===== src/rtl/pipeline_control.sv =====
// Sequencing controller for the five-stage pipeline: per-stage enables, IF/ID flush,
// ID/EX bubble, HALT drain and an executed-cycle counter for the debug unit.
//
// state  | meaning
// IDLE   | pipeline frozen, waiting for a run or step command
// RUN    | free-running, all stages advance
// STEP   | single advancing cycle, then back to IDLE
// DRAIN  | fetch stopped after HALT, back end flushes with bubbles
// HALTED | drained and frozen until cleared
module pipeline_control #(
    parameter int PIPE_DEPTH = 5,
    parameter int CNT_WIDTH  = 32
) (
    input  logic                 i_clk,
    input  logic                 i_reset,
    input  logic                 i_run,
    input  logic                 i_step,
    input  logic                 i_clear,
    input  logic                 i_load_hazard,
    input  logic                 i_halt,
    input  logic                 i_jump_flush,
    output logic                 o_pc_en,
    output logic                 o_if_id_en,
    output logic                 o_if_id_flush,
    output logic                 o_id_ex_en,
    output logic                 o_id_ex_bubble,
    output logic                 o_ex_mem_en,
    output logic                 o_mem_wb_en,
    output logic [2:0]           o_state,
    output logic                 o_halted,
    output logic [CNT_WIDTH-1:0] o_cycle_count
);

    localparam int DRAIN_W = (PIPE_DEPTH > 2) ? $clog2(PIPE_DEPTH) : 1;
    localparam logic [DRAIN_W-1:0] DRAIN_LOAD = DRAIN_W'(PIPE_DEPTH - 1);

    typedef enum logic [2:0] {
        IDLE   = 3'd0,
        RUN    = 3'd1,
        STEP   = 3'd2,
        DRAIN  = 3'd3,
        HALTED = 3'd4
    } state_t;

    state_t               state;
    state_t               state_nxt;
    logic [DRAIN_W-1:0]   drain_cnt;
    logic [DRAIN_W-1:0]   drain_cnt_nxt;
    logic [CNT_WIDTH-1:0] cycle_count;
    logic                 fetch_adv;
    logic                 back_adv;

    always_ff @(posedge i_clk or posedge i_reset) begin
        if (i_reset) begin
            state       <= IDLE;
            drain_cnt   <= '0;
            cycle_count <= '0;
        end else begin
            state     <= state_nxt;
            drain_cnt <= drain_cnt_nxt;
            if (i_clear)
                cycle_count <= '0;
            else if (back_adv && (cycle_count != {CNT_WIDTH{1'b1}}))
                cycle_count <= cycle_count + 1'b1;
        end
    end

    always_comb begin
        state_nxt      = state;
        drain_cnt_nxt  = '0;
        fetch_adv      = 1'b0;
        back_adv       = 1'b0;
        o_pc_en        = 1'b0;
        o_if_id_en     = 1'b0;
        o_if_id_flush  = 1'b0;
        o_id_ex_en     = 1'b0;
        o_id_ex_bubble = 1'b0;
        o_ex_mem_en    = 1'b0;
        o_mem_wb_en    = 1'b0;

        if (i_clear) begin
            state_nxt = IDLE;
        end else begin
            case (state)
                IDLE: begin
                    if (i_run)
                        state_nxt = RUN;
                    else if (i_step)
                        state_nxt = STEP;
                end
                RUN: begin
                    if (i_halt)
                        state_nxt = DRAIN;
                end
                STEP: begin
                    state_nxt = i_halt ? DRAIN : IDLE;
                end
                DRAIN: begin
                    // the cycle seen at count 1 is the last drain cycle
                    if (drain_cnt <= DRAIN_W'(1))
                        state_nxt = HALTED;
                end
                HALTED: state_nxt = HALTED;
                default: state_nxt = IDLE;
            endcase
        end

        if (state_nxt == DRAIN)
            drain_cnt_nxt = (state == DRAIN) ? drain_cnt - 1'b1 : DRAIN_LOAD;

        fetch_adv = (state == RUN) || (state == STEP);
        back_adv  = fetch_adv || (state == DRAIN);

        o_pc_en        = fetch_adv & ~i_load_hazard & ~i_halt;
        o_if_id_en     = fetch_adv & ~i_load_hazard & ~i_halt;
        // a stall holds IF/ID, so the branch resolves again next cycle
        o_if_id_flush  = fetch_adv & i_jump_flush & ~i_load_hazard;
        o_id_ex_bubble = (fetch_adv & i_load_hazard) | (state == DRAIN);
        o_id_ex_en     = back_adv;
        o_ex_mem_en    = back_adv;
        o_mem_wb_en    = back_adv;
    end

    assign o_state       = state;
    assign o_halted      = (state == HALTED);
    assign o_cycle_count = cycle_count;

endmodule


===== config.mk =====
export PLATFORM = sky130hd
export DESIGN_NAME = pipeline_control
export DESIGN_NICKNAME = d
export VERILOG_FILES = /design/src/rtl/pipeline_control.sv
export SDC_FILE = /design/constraint.sdc
export NUM_CORES = 1
export LEC_CHECK = 0
export CAP_MARGIN = 5
export CORE_UTILIZATION = 28
export CTS_CLUSTER_DIAMETER = 60
export DETAILED_ROUTE_END_ITERATION = 16
export SLEW_MARGIN = 10
export SYNTH_ARGS = -nofsm -noshare
export SYNTH_HDL_FRONTEND = slang
export SYNTH_SLANG_ARGS = --single-unit

===== constraint.sdc =====
create_clock -name i_clk -period 2.8 [get_ports i_clk]
set_input_delay 0.42 -clock i_clk [delete_from_list [all_inputs] [get_ports i_clk]]
set_output_delay 0.42 -clock i_clk [all_outputs]
set_load 0.05 [all_outputs]

==> impl_metrics.yaml <==
run_status:
  outcome: "finished clean"
floorplanning:
  dieArea_sq_um: 8460
  ios: 51
  die_width_microns: 92.0
  die_y_microns: 92.0
  start_util_pct: 29.2
  core.rowCount: 32
  core_area_sq_um: 7770
global_route:
  first_global_vias: 1820
  track_usage_pct: 13.3
  antenna_found_initial: 0
  grt_pass1_wl_microns: 8960
  grt_overflow: 0
  grt_max_degree: 39
pwr:
  power_density_nw_per_um2: 477
  switching_share_pct: 29.5
  p_clk_share_pct: 39.8
  p_seq_share_pct: 41.0
  internal-power_uw: 1010
  power.switching_uw: 423
  p_leak_uw: 0.00122
  p_comb_share_pct: 19.2
  vdd_ir_drop_max_mv: 0.229
logic_synthesis:
  synth_edf_count: 0
  synth_xor_area_share_pct: 6.95
  synth_mux_area_share_pct: 1.16
  yosys.cell_types.count: 52
  yosys.area_share.adder_pct: 1.66
  ys_ff_latch: 38
  async_flop_share_pct: 100
  synth-seq-area-share_pct: 41.9
  synth-main-ff-cell: "dfrtp_1"
  yosys.area.top_type: "dfrtp_1"
  yosys_warnings: 0
  synth_cells: 239
  synth.net_count: 250
  synth_compound_area_share_pct: 15.5
  avgSynthCellArea_sq_um: 9.49
  syn_area_sq_um: 2270
  synthSimpleGateAreaFrac_pct: 28.4
  synthTopCellsByArea: "dfrtp_1 42%, nor2_1 5.6%, xor2_1 4.6%"
  synth_top_area_share_pct: 41.9
  synth_top_family_by_area: "simple AND/OR/NAND/NOR gates"
worst_setup_path:
  path_cells: "o21bai_2 -> inv_1 -> clkdlybuf4s50_1"
  endpoint_kind: "output pin"
  slowest_stage: "clkdlybuf4s50_1"
  crit_path_max_incr_delay_ns: 0.74
  r2r_setup_slack_ns: 0.46
  ff2ff_path_depth: 5
  r2r_start: "o_cycle_count[20]"
  path_max_fanout: 12
  crit_type: "reg -> out"
  r2r_end: "o_cycle_count[3]"
  cp.arrival_ns: 2.17
  required_ns: 2.38
  cp-start-kind: "flop"
sta:
  maxSlewViolCount: 0
  hold_violations: 0
  clock-skew-final_ns: 0.00431
  rsz0062_at_grt: "no"
  setup_slack_ns: 0.214
  max_freq_mhz: 387
  worst_slew_pin_slew_ns: 0.652
  fin_tns_setup_ns: 0
  fin_crit_sh_pct: 92.4
  slew_headroom_pct: 55.4
  finalSetupViolations: 0
  period_needed_ns: 2.59
  worst_hold_slack_ns: 0.493
hold_path:
  holdPathEnd: "drain_cnt[0]"
  hold_path_class: "reg -> reg"
  hold_depth: 1
  worstHoldStart: "drain_cnt[0]"
detailed_routing:
  ant_nets: 0
  via_per_inst: 4.93
  drc: 0
  drt_wl_total_microns: 5400
  post_drt_wl_per_cell_microns: 13.7
  drt-initial-drc-count: 77
  first_pass_iters: 4
  vias: 1944
place:
  hpwlAfterDp_microns: 3960
  post_dp_cell_area_sq_um: 2870
  dp_cells: 386
  dp_worst_setup_slack_ns: 0.444
  routabilityCongestion: 0.740
  port_buffers: 50
clocking:
  cts_max_path_buffers: 2
  cts_resized: 0
  cts_root_buf: "clkbuf_8"
  numClockSinks: 38
  clock_latency_ns: 0.29
  h-tree-depth: 2
  cts_tree: "built"
  cts_hold_buf: 0
  clk_pin_slew_ns: 0.08
  cts_setup_buffers: 0
  cts_buffers: 5
final_layout:
  drive_gt1_share_pct: 13.7
  fin_area_sq_um: 3010
  synthToLayoutAreaGrowth_pct: 32.6
  diodes: 0
  nets: 302
  fin_cells: 394
  n_fill_cell: 788
job:
  drv_cap: 0
-- metrics by stage --
step / total power (uW) / util (%)
finish: 1430 / 38.7
global route: 1500 / 38.7
CTS: 1460 / 38.7
detailed placement: 878 / 36.9
global placement: 876 / 36.9
floorplan: 797 / -
-- flip-flops by register name (all words and copies together) (netlist names) --
register / flops
o_cycle_count: 32
drain_cnt: 3
o_state: 3
-- layer usage --
layer	GRT usage, %	wire length (microns)	up-vias
li1	-	-	977
met3	2.90	162	6
met5	0	0	-
met1	18.3	2620	928
met2	21.0	2550	33
met4	3.52	60	0
-- critical path, delay by kind of cell, from the launching register on --
kind / cells / cell delay (ns)
compound gates: 1 / 0.44
buf+inv: 2 / 0.92
flops: 1 / 0.52
-- placed cells by master, fill, tap and decap left out, types with 3 or more instances in the layout --
master           netlist  layout
o21ai_0               12      12
xor2_1                12      12
clkbuf_8               0       5
nor4_1                 3       3
nand2_1               14      14
xnor2_1                6       6
nand4_2                4       4
inv_1                  7       7
or3_1                  8       8
o2111ai_1              4       4
nand3_1                9       9
dfrtp_1               38      38
a21oi_1               13      13
nand4_1                7       7
nor3_1                 4       4
clkdlybuf4s50_1        0      47
buf_4                  3      10
nor2_1                34      33
or4_1                  6       6
ha_1                   3       3
nor2b_1                5       5
-- cell families (layout without fill, tap and decap cells) --
group	Yosys count	in the layout
XOR/XNOR	18	18
buffers and inverters	19	72
AND/OR/NAND/NOR	111	111
multiplexers	2	2
flip-flops	38	38
AO/OA/AOI/OAI	48	48
adder cells (fa/ha/maj)	3	3
-- power groups by stage --
stage / combinational, uW / clock, uW / sequential [uW]
2_1_floorplan: 167 / 0 / 630
3_3_place_gp: 276 / 0 / 599
3_5_place_dp: 279 / 0 / 599
4_1_cts: 279 / 591 / 588
5_1_grt: 296 / 612 / 592
6_report: 275 / 571 / 588
-- cell usage after synthesis (5+ instances only) --
library cell	count
or4_1	6
nand2_1	14
nand4_1	7
o21ai_0	12
nand3_1	9
nor2_1	34
inv_1	7
xnor2_1	6
dfrtp_1	38
or3_1	8
a21oi_1	13
xor2_1	12
nor2b_1	5
-- layout make-up --
type	instances	area, sq um	share of cell area [%]
repair buffers	57	546	18.2
flip-flops and latches	38	951	31.6
inverters	7	26.3	0.874
multi-input cells	182	1220	40.5
clock buffers	5	68.8	2.29
well taps	102	128	4.25
clock inverters	3	68.8	2.29
-- how the worst max path moves through the flow --
stage	start	to	slack (ns)	depth (start not counted)
final	o_state[0]	o_mem_wb_en	0.21	3
after global routing	o_state[0]	o_mem_wb_en	0.06	3
after CTS	o_state[0]	o_id_ex_en	0.17	3
after detailed placement	i_load_hazard	o_id_ex_bubble	0.44	4
after global placement	i_load_hazard	o_id_ex_bubble	0.45	4
after floorplan	o_state[0]	o_pc_en	0.26	5
Power figures use the tool's default switching activity.
